[config.mk]
export PLATFORM = sky130hd
export DESIGN_NAME = rr_arb4_flat
export DESIGN_NICKNAME = d
export VERILOG_FILES = /design/src/rtl/rr_arb_pkg.sv /design/src/rtl/rr_arb4_if.sv /design/src/rtl/rr_pick.sv /design/src/rtl/rr_arb4.sv /design/src/flat_wrapper.sv
export SDC_FILE = /design/constraint.sdc
export NUM_CORES = 1
export LEC_CHECK = 0
export BUFFER_PORTS_ARGS = -buffer_cell sky130_fd_sc_hd__buf_4
export CORE_MARGIN = 1
export CORE_UTILIZATION = 55
export CTS_CLUSTER_DIAMETER = 150
export DETAILED_ROUTE_END_ITERATION = 10
export GPL_TIMING_DRIVEN = 1
export PLACE_DENSITY = 0.8
export REMOVE_ABC_BUFFERS = 1
export SLEW_MARGIN = 20
export SYNTH_ARGS = -nofsm -noshare
export SYNTH_HDL_FRONTEND = slang
export SYNTH_SLANG_ARGS = --single-unit
[constraint.sdc]
create_clock -name i_clk -period 3.2 [get_ports i_clk]
set_input_delay 0.64 -clock i_clk [delete_from_list [all_inputs] [get_ports i_clk]]
set_output_delay 0.64 -clock i_clk [all_outputs]
set_load 0.01 [all_outputs]
[src/rtl/rr_arb_pkg.sv]
// Shared constants, state type and index helpers for the 4-way round-robin arbiter.
package rr_arb_pkg;

  localparam int unsigned N_REQ        = 4;
  localparam int unsigned IDX_W        = $clog2(N_REQ);
  localparam int unsigned MAX_HOLD_DEF = 15;
  localparam int unsigned HOLD_W_DEF   = 4;

  typedef enum logic {
    IDLE  = 1'b0,
    GRANT = 1'b1
  } state_t;

  // Successor index; wraps 3 -> 0 through natural overflow of the narrow width.
  function automatic logic [IDX_W-1:0] next_idx(input logic [IDX_W-1:0] i);
    return i + IDX_W'(1);
  endfunction

  function automatic logic [N_REQ-1:0] idx_onehot(input logic [IDX_W-1:0] i);
    logic [N_REQ-1:0] v;
    v    = '0;
    v[i] = 1'b1;
    return v;
  endfunction

endpackage

[src/rtl/rr_arb4_if.sv]
// Request/grant bundle between the requesters (master) and the arbiter (slave).
interface rr_arb4_if;
  import rr_arb_pkg::*;

  logic [N_REQ-1:0] req;
  logic             done;
  logic [IDX_W-1:0] gnt_idx;
  logic             gnt_vld;
  logic             timeout;

  modport master (
    output req,
    output done,
    input  gnt_idx,
    input  gnt_vld,
    input  timeout
  );

  modport slave (
    input  req,
    input  done,
    output gnt_idx,
    output gnt_vld,
    output timeout
  );

endinterface

[src/rtl/rr_pick.sv]
// Rotate-priority encoder: first unmasked request found scanning ptr, ptr+1, ... mod N_REQ.
module rr_pick
  import rr_arb_pkg::*;
(
  input  logic [N_REQ-1:0] req,
  input  logic [IDX_W-1:0] ptr,
  input  logic [N_REQ-1:0] mask,
  output logic [IDX_W-1:0] idx,
  output logic             any
);

  logic [N_REQ-1:0] masked;
  logic [IDX_W-1:0] cand;

  always_comb begin
    masked = req & ~mask;
    idx    = '0;
    any    = 1'b0;
    cand   = '0;
    for (int unsigned i = 0; i < N_REQ; i++) begin
      cand = IDX_W'(32'(ptr) + i);
      if (!any && masked[cand]) begin
        idx = cand;
        any = 1'b1;
      end
    end
  end

endmodule

[src/rtl/rr_arb4.sv]
// 4-requester round-robin arbiter with grant hold, release handshake and hold timeout.
// All outputs are registered; one shared picker serves both arbitration paths.
module rr_arb4
  import rr_arb_pkg::*;
#(
  parameter int unsigned MAX_HOLD = MAX_HOLD_DEF,
  parameter int unsigned HOLD_W   = HOLD_W_DEF
) (
  input  logic       i_clk,
  input  logic       i_rstn,
  rr_arb4_if.slave   arb
);

  localparam bit                TIMEOUT_EN = (MAX_HOLD != 0);
  localparam logic [HOLD_W-1:0] HOLD_LAST  = HOLD_W'((MAX_HOLD == 0) ? 0 : MAX_HOLD - 1);

  state_t            state;
  logic [IDX_W-1:0]  ptr;
  logic [IDX_W-1:0]  gnt_idx;
  logic              gnt_vld;
  logic              timeout;
  logic [HOLD_W-1:0] hold_cnt;

  logic [IDX_W-1:0]  pick_ptr;
  logic [N_REQ-1:0]  pick_mask;
  logic [IDX_W-1:0]  pick_idx;
  logic              pick_any;
  logic              owner_drop;
  logic              expired;
  logic              rel;

  // In GRANT the picker already looks ahead with the post-release pointer and
  // the owner masked, so a handover needs no extra cycle.
  always_comb begin
    pick_ptr  = ptr;
    pick_mask = '0;
    if (state == GRANT) begin
      pick_ptr  = next_idx(gnt_idx);
      pick_mask = idx_onehot(gnt_idx);
    end
  end

  rr_pick u_pick (
    .req  (arb.req),
    .ptr  (pick_ptr),
    .mask (pick_mask),
    .idx  (pick_idx),
    .any  (pick_any)
  );

  assign owner_drop = !arb.req[gnt_idx];
  assign expired    = TIMEOUT_EN && (hold_cnt == HOLD_LAST);
  assign rel        = (state == GRANT) && (arb.done || owner_drop || expired);

  always_ff @(posedge i_clk) begin
    if (!i_rstn) begin
      state    <= IDLE;
      ptr      <= '0;
      gnt_idx  <= '0;
      gnt_vld  <= 1'b0;
      timeout  <= 1'b0;
      hold_cnt <= '0;
    end else begin
      timeout <= 1'b0;
      case (state)
        IDLE: begin
          if (pick_any) begin
            state    <= GRANT;
            gnt_idx  <= pick_idx;
            gnt_vld  <= 1'b1;
            hold_cnt <= '0;
          end
        end
        GRANT: begin
          if (rel) begin
            ptr      <= next_idx(gnt_idx);
            timeout  <= expired && !arb.done;
            hold_cnt <= '0;
            if (pick_any) begin
              gnt_idx <= pick_idx;
            end else begin
              state   <= IDLE;
              gnt_vld <= 1'b0;
            end
          end else if (hold_cnt != '1) begin
            hold_cnt <= hold_cnt + HOLD_W'(1);
          end
        end
        default: begin
          state   <= IDLE;
          gnt_vld <= 1'b0;
        end
      endcase
    end
  end

  assign arb.gnt_idx = gnt_idx;
  assign arb.gnt_vld = gnt_vld;
  assign arb.timeout = timeout;

endmodule

[src/flat_wrapper.sv]
// flat-port wrapper written by rule: the top's interface ports become plain ports
module rr_arb4_flat import rr_arb_pkg::*;
#(
  parameter int unsigned MAX_HOLD = MAX_HOLD_DEF,
  parameter int unsigned HOLD_W   = HOLD_W_DEF
)
  (i_clk, i_rstn, arb_req, arb_done, arb_gnt_idx, arb_gnt_vld, arb_timeout);
  rr_arb4_if arb_i ();
  input  logic i_clk;
  input  logic i_rstn;
  input wire logic [$bits(arb_i.req)-1:0] arb_req;
  input wire logic [$bits(arb_i.done)-1:0] arb_done;
  output wire logic [$bits(arb_i.gnt_idx)-1:0] arb_gnt_idx;
  output wire logic [$bits(arb_i.gnt_vld)-1:0] arb_gnt_vld;
  output wire logic [$bits(arb_i.timeout)-1:0] arb_timeout;
  assign arb_i.req = arb_req;
  assign arb_i.done = arb_done;
  assign arb_gnt_idx = arb_i.gnt_idx;
  assign arb_gnt_vld = arb_i.gnt_vld;
  assign arb_timeout = arb_i.timeout;
  rr_arb4 #(.MAX_HOLD(MAX_HOLD), .HOLD_W(HOLD_W)) u_core (.i_clk(i_clk), .i_rstn(i_rstn), .arb(arb_i));
endmodule
# Word-level counts from Yosys, hierarchy flattened
# Cells that the tools add are included.
# word_totals
regBits	11
latchBits	0
ram_bits	0
rom_bits	0
input_bits	7
out_inout_bits	4
wordCells	79
memories	0
# classes
add_sub_neg	5
n_mul	0
n_div	0
n_lt_le_gt_ge	6
eq_ne	6
shifts	0
n_mux	36
n_bitwise	3
n_reduce_logical	17
# ops
operator	count
$mux W4	4
$lt A2 B3 Y1 const B	5
$mux W1	15
$mux W2	7
$bmux W1 S2	5
$pmux W4 S2	1
$logic_and A1 B1 Y1	6
$reduce_and A3 Y1	2
$logic_not A1 Y1	5
$add A2 B1 Y2 const B	2
$add A2 B2 Y2 const B	2
$add A4 B1 Y4 const B	1
$and A4 B4 Y4	1
$eq A4 B4 Y1 const B	1
$ne A2 B2 Y1 const B	2
$ne A4 B4 Y1 const B	1
$not A4 Y4	1
$pmux W1 S2	2
$pmux W2 S2	1
$reduce_and A2 Y1	2
$ne A3 B3 Y1 const B	1
$demux W1 S2	1
$ge A2 B1 Y1 const B	1
$logic_or A1 B1 Y1	2
other kinds (2)	2

# Depth between registers and ports, before layout
# Gate-level depths: netlist of the first run.
# logic_depth
word_depth	22
depth_mapped	6
mapped_depth_nobuf	6

# Modules after synthesis
# A second synthesis of the first run with hierarchy kept.
# unflattened
hier_cells	94
area_unflattened_um2	872.1
# modules_own_cells
mod	instances	cells_each	area_each_um2	seq_area_each_um2
rr_arb4	1	79	748.2	220.2
rr_pick	1	15	123.9	0.0

# Least setup slack after synthesis of the first run
# Ideal clock, no wire load.
# synth_path
path_type	input port to flip-flop
from	input arb_req[3]
to	register u_core.hold_cnt[1]
setup_ns	0.070
arrival_time_ns	1.882
t_required_ns	3.130
slack_ns	1.248
cell_stages	4
path_buffers	0
cell_sequence	mux4_2 and4b_1 or4_1 a21oi_1
# synth_between
elab_chain_cells	15
word_cells_on_any_way	30
cone_classes	eq/ne (2); mux (16); bitwise (1); reduce/logical (11)
# synth_rtl
item	line	text
start: declaration	flat_wrapper.sv:11	input wire logic [$bits(arb_i.req)-1:0] arb_req;
$and A4 B4 Y4	rr_pick.sv:16	masked = req & ~mask;
$bmux W1 S2	rr_pick.sv:22	if (!any && masked[cand]) begin
$mux W1 (implied by the code)	rr_pick.sv:22	
$mux W1	rr_pick.sv:22	
$logic_not A1 Y1	rr_pick.sv:22	
$logic_and A1 B1 Y1	rr_pick.sv:22	
$mux W1	rr_pick.sv:22	
$logic_not A1 Y1	rr_pick.sv:22	
$logic_and A1 B1 Y1	rr_pick.sv:22	
$mux W1	rr_pick.sv:22	
$logic_not A1 Y1	rr_pick.sv:22	
$logic_and A1 B1 Y1	rr_pick.sv:22	
$mux W1	rr_pick.sv:22	
$ne A2 B1 Y1 (no line)	--	
$reduce_and A2 Y1 (no line)	--	
end signal: assignment	rr_arb4.sv:86	hold_cnt <= hold_cnt + HOLD_W'(1);
end: declaration	rr_arb4.sv:22	logic [HOLD_W-1:0] hold_cnt;
# Several ways; a longest one is shown, not always the timed one. The select of a mux whose other input is x is not followed.
# A chain may end at the register's enable or synchronous reset.

# Worst setup path after layout of the first run
# layout_path
from	register u_core.gnt_idx[0] (netlist: u_core.arb.gnt_idx[0])
to	register u_core.gnt_idx[1] (netlist: u_core.arb.gnt_idx[1])
# layout_between
elab_chain_cells	22
word_cells_on_any_way	45
cone_classes	add/sub (4); order compare (2); eq/ne (1); mux (25); bitwise (2); reduce/logical (11)
# layout_rtl
item	line	text
start: declaration	rr_arb4.sv:19	logic [IDX_W-1:0] gnt_idx;
start signal: assignment	rr_arb4.sv:69	gnt_idx <= pick_idx;
start signal: assignment	rr_arb4.sv:80	gnt_idx <= pick_idx;
$lt A2 B3 Y1 (implied by the code) / $ge A2 B1 Y1 (equally long branches)	rr_arb_pkg.sv:22	v[i] = 1'b1;
$logic_and A1 B1 Y1 (implied by the code)	rr_arb_pkg.sv:22	
$mux W1 (implied by the code)	rr_arb_pkg.sv:22	
$demux W1 S2	--	
$mux W4	rr_arb4.sv:37	if (state == GRANT) begin
$not A4 Y4	rr_pick.sv:16	
$and A4 B4 Y4	rr_pick.sv:16	
$bmux W1 S2	rr_pick.sv:22	
[... 6 more ...]	--	
$logic_and A1 B1 Y1	rr_pick.sv:22	
$mux W1	rr_pick.sv:22	
$logic_not A1 Y1	rr_pick.sv:22	
$logic_and A1 B1 Y1	rr_pick.sv:22	
$mux W2 / $mux W1 (equally long branches)	rr_pick.sv:22	
$mux W2	rr_arb4.sv:67, rr_arb4.sv:79	
$mux W2	rr_arb4.sv:75	if (rel) begin
$pmux W2 S2	rr_arb4.sv:65	case (state)
# Several ways; a longest one is shown, not always the timed one. The select of a mux whose other input is x is not followed.

==> results of run 1 <==
final timing paths:
check / from / to / depth (start not counted)
setup / recovery: u_core.arb.gnt_idx[0] / u_core.arb.gnt_idx[1] / 6
setup reg to reg: u_core.arb.gnt_idx[0] / u_core.arb.gnt_idx[1] / 6
hold / removal: u_core.ptr[0] / u_core.ptr[0] / 2
hold reg to reg: u_core.ptr[0] / u_core.ptr[0] / 2
critical path: stages (launching register included):
cell,delay [ns]
sky130_fd_sc_hd__dfxtp_1,0.53
sky130_fd_sc_hd__inv_1,0.12
sky130_fd_sc_hd__ha_1,0.22
sky130_fd_sc_hd__a21boi_0,0.43
sky130_fd_sc_hd__nor2_1,0.19
sky130_fd_sc_hd__a21boi_0,0.38
sky130_fd_sc_hd__o32ai_1,0.13
power breakdown:
group	internal, mW	switching [mW]	total [mW]
sequential	0.151	0.0231	0.174
combinational	0.0743	0.0794	0.154
clock	0.0483	0.0476	0.0959
total	0.273	0.150	0.424
flip-flops by register name, indices dropped and copies added (netlist names):
register,count
u_core.ptr,2
u_core.arb.gnt_idx,2
u_core.arb.gnt_vld,1
u_core.state,1
u_core.arb.timeout,1
u_core.hold_cnt,4
synthesized netlist by cell type:
cell,n,share of area [%]
sky130_fd_sc_hd__dfxtp_1,11,28
sky130_fd_sc_hd__inv_1,7,3.3
sky130_fd_sc_hd__a31oi_1,6,4.7
sky130_fd_sc_hd__ha_1,6,9.4
sky130_fd_sc_hd__nor2_1,6,2.8
sky130_fd_sc_hd__nor2b_1,5,3.9
sky130_fd_sc_hd__a21oi_1,4,2.5
sky130_fd_sc_hd__nand2_1,4,1.9
sky130_fd_sc_hd__o21ai_0,4,2.5
sky130_fd_sc_hd__a21boi_0,3,2.8
sky130_fd_sc_hd__a22oi_1,2,1.9
sky130_fd_sc_hd__and3_1,2,1.6
sky130_fd_sc_hd__and4b_1,2,2.5
sky130_fd_sc_hd__o21a_1,2,1.9
sky130_fd_sc_hd__o221a_2,2,2.8
sky130_fd_sc_hd__o32ai_1,2,2.2
sky130_fd_sc_hd__or4_1,2,1.9
sky130_fd_sc_hd__a211oi_1,1,0.95
sky130_fd_sc_hd__a21bo_2,1,1.3
sky130_fd_sc_hd__a222oi_1,1,1.3
sky130_fd_sc_hd__a311oi_1,1,1.1
sky130_fd_sc_hd__and2_2,1,0.95
sky130_fd_sc_hd__and3b_1,1,1.1
sky130_fd_sc_hd__and3b_2,1,1.3
sky130_fd_sc_hd__buf_4,1,0.95
sky130_fd_sc_hd__mux2_2,1,1.4
sky130_fd_sc_hd__mux2i_1,1,1.3
sky130_fd_sc_hd__mux4_2,1,2.8
sky130_fd_sc_hd__nand3_1,1,0.63
sky130_fd_sc_hd__nand4_2,1,1.6
sky130_fd_sc_hd__nand4b_1,1,1.1
sky130_fd_sc_hd__nor3_1,1,0.63
sky130_fd_sc_hd__nor4b_1,1,1.1
sky130_fd_sc_hd__o21ba_2,1,1.3
sky130_fd_sc_hd__o311ai_0,1,1.1
sky130_fd_sc_hd__or3_1,1,0.79
sky130_fd_sc_hd__or3_2,1,0.95
routing by layer:
layer	vias to the layer above	share of wire, %	track usage (%)
li1	379	-	-
met1	369	47	39.2
met4	0	0.61	5.17
met5	-	0	0
met2	25	46	39.1
met3	2	6.8	8.33
placed cells by master (no fill, tap or decap), types with 2 or more instances in the layout:
cell type	n
sky130_fd_sc_hd__clkbuf_4	3
sky130_fd_sc_hd__o21ai_0	4
sky130_fd_sc_hd__or4_1	2
sky130_fd_sc_hd__o221a_2	2
sky130_fd_sc_hd__nor2_1	6
sky130_fd_sc_hd__a31oi_1	6
sky130_fd_sc_hd__a21oi_1	4
sky130_fd_sc_hd__inv_1	7
sky130_fd_sc_hd__dfxtp_1	11
sky130_fd_sc_hd__a22oi_1	2
sky130_fd_sc_hd__o21a_1	2
sky130_fd_sc_hd__and3_1	2
sky130_fd_sc_hd__buf_4	11
sky130_fd_sc_hd__nor2b_1	5
sky130_fd_sc_hd__a21boi_0	3
sky130_fd_sc_hd__o32ai_1	2
sky130_fd_sc_hd__ha_1	6
sky130_fd_sc_hd__nand2_1	4
sky130_fd_sc_hd__and4b_1	2
logic make-up after synthesis:
logic type                 after synthesis  share of synthesized area (%)
adders and majority gates                6                           9.45
buffers and inverters                    8                           4.25
DFF                                     11                           27.7
AOI/OAI and AO/OA                       31                           28.3
and+or+nand+nor                         31                           24.7
muxes                                    3                           5.51
cell type report:
type | count | area [um^2] | area share, %
multi-input combinational | 71 | 541 | 59.1
timing repair buffer | 11 | 82.6 | 9.03
sequential | 11 | 220 | 24.1
tap | 15 | 18.8 | 2.05
clock buffer | 4 | 26.3 | 2.87
inverter | 7 | 26.3 | 2.87
==> flow_summary.toml, run 1 <==
[place]
hpwlAfterDp_um = 1360
portBuffers = 10
detailed_place.area_um2 = 888
numPlacedInstances = 115
dpl_worst_slack_ns = 1.02
place_congestion = 0.864

[cts]
cts_made_buffers = 3
cts.clk_slew.worst_paths_ns = 0.07
number_of_instances_resized_during_post_cts_repair = 0
cts.hold.buffers_added = 0
worstSkewPairLatency_ns = 0.27
cts_buffer_depth = 2
h-tree-depth = 1
cts.repair_timing.setup_buffer_count = 0
tritoncts = "built"
clock_sink_count = 11
clk_root_buffer_cell = "sky130_fd_sc_hd__clkbuf_4"

[synthesis]
synth.distinct_cells = 37
sequential_fraction_of_the_synthesis_area_pct = 27.7
synth_cells = 90
synth.ff_latch_count = 11
syn-cell-area_um2 = 795
syn_area_per_cell_um2 = 8.83
yosys_warnings = 0

[critical_path]
reg2reg_slack_ns = 1.07
critical_path_class = "flip-flop to flip-flop"
required_ns = 3.34
worst_setup_path_start_kind = "flip-flop"
worst_ep_arrival_time_ns = 2.27
type_of_element_capturing_the_critical_path = "flip-flop"
critPathMaxFanout = 10

[layout]
post-route-util_pct = 69.4
area_growth_from_synthesis_to_layout_pct = 15.1
stdcell_count = 119
stdcell_area_um2 = 915
drive_above_1_share_pct = 23.1
antennaDiodeCount = 0
finish.net_count = 118
final.fill_count = 115

[run_status]
run_status = "complete, no violations"

[timing]
hold_viol_final = 0
report.final.slew_viol_count = 0
finalWorstPathRequiredPeriod_ns = 2.13
relative_slew_slack_pct = 61.5
max_freq_mhz = 469
max_slew.worst_pin.slew_ns = 0.570
fin_ws_ns = 1.07
hold-worst-slack_ns = 0.528
final-setup-viol-count = 0
timing.final.crit_share_pct = 66.7
fin_tns_setup_ns = 0
rsz_0062_raised_after_global_routing = "no"
fin_skew_ns = 0.00124

[global_routing]
number_of_global_route_vias_before_repair = 629
grt_antenna_before_repair = 0
grt_use_total_pct = 27.1
grt-ovfl-total = 0
grt_first_pass_wirelength_um = 2860
grt_max_degree = 17

[floorplan]
initial_core_util_pct = 60.3
dieWidth_um = 40.0
design.die.area_um2 = 1600
rows = 13
placeableCoreArea_um2 = 1320
die_height_um = 40.0
count_of_pins_on_the_block_boundary = 11

[detailed_routing]
final_antenna_net_count = 0
average_detailed_routed_wire_length_per_instance_um = 15.2
vias_per_cell = 6.51
remaining_drc_errors = 0
dr.pass1.iters = 4
route.final.wire_length_um = 1800
via_count = 775
dr.first_iter.drc_count = 33

[flow_run]
max_cap_check_violation_count = 0

[power]
power.ir.vdd_worst_mv = 0.300
total_power_uw = 424
power_density_nw_per_um2 = 463
leakage_nw = 0.399

[min_path]
worst_hold_path_type = "flip-flop to flip-flop"
Power figures use the tool's default switching activity.
==> run 2, diff against run 1 <==
CORE_UTILIZATION = 54   (was 55)
PLACE_DENSITY = 0.79   (was 0.8)
clock period = 2.1 ns   (was 3.2 ns; I/O delays follow)
==> run 2 against run 1 <==
Net effect: flip-flop and latch count did not move; worst setup slack worse by 0.88 ns; clock skew up 0.0083 ns; first-iteration DRC count grew 9.1%; die area up 1.8%; total power is 55% higher; combinational power is 59% higher; largest cell class unchanged; routed wire length rose by 1.7%; highest routed layer is now met3; maximum frequency increased by 11%.
==> flow_summary.toml, run 2 (same netlist as run 1, synthesis figures left out) <==
[timing]
report.final.slew_viol_count = 0
timing.final.crit_share_pct = 91.1
rsz_0062_raised_after_global_routing = "no"
fin_skew_ns = 0.00954
fin_ws_ns = 0.186
final-setup-viol-count = 0
max_freq_mhz = 522
relative_slew_slack_pct = 64.6
hold_viol_final = 0
finalWorstPathRequiredPeriod_ns = 1.91
fin_tns_setup_ns = 0
max_slew.worst_pin.slew_ns = 0.524

[critical_path]
type_of_element_capturing_the_critical_path = "flip-flop"
reg2reg_slack_ns = 0.19
worstReg2RegStart = "u_core.arb.gnt_idx[1]"
worst-path-buf-inv = 1
worstPathCellList = "inv_1 -> ha_1 -> nor2b_1 -> or3_1 -> o311ai_0 -> o32ai_1"
timing.reg2reg.worst_path_depth = 6
worst_ep_arrival_time_ns = 2.06
critical_path_class = "flip-flop to flip-flop"
critPathMaxFanout = 6
worst_setup_path_start_kind = "flip-flop"
slowest_stage = "sky130_fd_sc_hd__o311ai_0"
timing.rr.end = "u_core.arb.gnt_idx[1]"
crit_family = "compound AO/OA/AOI/OAI gates"
cpPeakStageDelay_ns = 0.47
required_ns = 2.25

[detailed_routing]
remaining_drc_errors = 0
route.final.wire_length_um = 1830
average_detailed_routed_wire_length_per_instance_um = 14.9
dr.pass1.iters = 4
final_antenna_net_count = 0
vias_per_cell = 6.27
via_count = 771
dr.first_iter.drc_count = 36

[global_routing]
grt_first_pass_wirelength_um = 2930
grt_max_degree = 15
grt_antenna_before_repair = 0
number_of_global_route_vias_before_repair = 688
grt_use_total_pct = 27.2
grt-ovfl-total = 0

[layout]
largest-register = "u_core.hold_cnt"
area_growth_from_synthesis_to_layout_pct = 19.2
mostFrequentLayoutCells = "15 x sky130_fd_sc_hd__buf_4, 10 x sky130_fd_sc_hd__dfxtp_1, 7 x sky130_fd_sc_hd__inv_1"
finish.net_count = 122
biggestRegsByFlops = "u_core.hold_cnt: 4 flops, u_core.arb.gnt_idx: 2 flops, u_core.ptr: 2 flops"
drive_above_1_share_pct = 27.8
post-route-util_pct = 71.0
antennaDiodeCount = 0
layout.cells.most_common = "sky130_fd_sc_hd__buf_4"
stdcell_count = 123
number_of_flip_flops_under_the_largest_register_name = 4

[place]
numPlacedInstances = 119
hpwlAfterDp_um = 1390
place_congestion = 0.829
portBuffers = 10
dpl_worst_slack_ns = 0.0974

[floorplan]
die_height_um = 40.4
initial_core_util_pct = 59.6
placeableCoreArea_um2 = 1330
design.die.area_um2 = 1630
count_of_pins_on_the_block_boundary = 11
dieWidth_um = 40.4
rows = 13

[cts]
h-tree-depth = 1
cts_buffer_depth = 2
cts_made_buffers = 3
worstSkewPairLatency_ns = 0.28
cts.clk_slew.worst_paths_ns = 0.08
tritoncts = "built"
clock_sink_count = 11
clk_root_buffer_cell = "sky130_fd_sc_hd__clkbuf_4"

[power]
power_density_nw_per_um2 = 695
total_power_uw = 658
power.ir.vdd_worst_mv = 0.432
leakage_nw = 0.423

[min_path]
worst_hold_path_type = "primary input to flip-flop"
min_delay_path_depth = 2
worstHoldEndpoint = "u_core.arb.gnt_vld"
hold_start = "i_rstn"

[flow_run]
max_cap_check_violation_count = 0

[run_status]
run_status = "complete, no violations"
## run 2: cell types whose count changed in the layout (fill, tap and decap cells not counted)
| cell | before | now |
|---|---|---|
| sky130_fd_sc_hd__buf_4 | 11 | 15 |
| sky130_fd_sc_hd__clkbuf_1 | 1 | 0 |
| sky130_fd_sc_hd__a21boi_1 | 0 | 1 |
| sky130_fd_sc_hd__clkinv_2 | 0 | 1 |
| sky130_fd_sc_hd__a21boi_0 | 3 | 2 |
| sky130_fd_sc_hd__dfxtp_1 | 11 | 10 |
| sky130_fd_sc_hd__dfxtp_2 | 0 | 1 |
## run 2: what timing repair did
item / in CTS / in global routing
resized for setup: 0 / 2
setup buffers: 0 / 0
hold buffers: 0 / 0
endpoints found under the setup margin: 0 / 5
## run 2: worst max path at each step
stage,from,depth (start not counted),slack [ns],to
6_report,u_core.arb.gnt_idx[1],6,0.19,u_core.arb.gnt_idx[1]
5_1_grt,u_core.state,4,0.07,u_core.arb.gnt_idx[1]
4_1_cts,u_core.arb.gnt_idx[0],4,0.08,u_core.hold_cnt[1]
3_5_place_dp,u_core.arb.gnt_idx[0],4,0.1,u_core.hold_cnt[1]
3_3_place_gp,u_core.arb.gnt_idx[0],4,0.18,u_core.hold_cnt[1]
2_1_floorplan,u_core.arb.gnt_idx[0],4,0.20,u_core.hold_cnt[1]
## run 2: through the flow
stage	instance area [um^2]	hold WS [ns]
after floorplan	787	0.471
after global placement	918	0.489
after detailed placement	918	0.509
after CTS	946	0.406
after global routing	947	0.421
final	947	0.410
## run 2: report_power, final
group	leakage, nW	switching (mW)	total, mW	internal (mW)
registers	0.0905	0.0355	0.266	0.231
clock network	0.0177	0.0764	0.147	0.0706
logic	0.314	0.122	0.245	0.122
## run 2: final cells by class
class	count	area (um^2)
multi-input cells	71	541
flip-flops and latches	11	221
inverters	7	26.3
repair buffers	15	113
clock buffers	3	22.5
clock inverters	1	5.00
fillers	109	387
well taps	15	18.8
## run 2: routing by layer
layer  share of wire (%)  track usage [%]
met1                  48             37.8
met4                   0             5.00
met5                   0                0
met3                 6.1             8.33
met2                  46             41.3
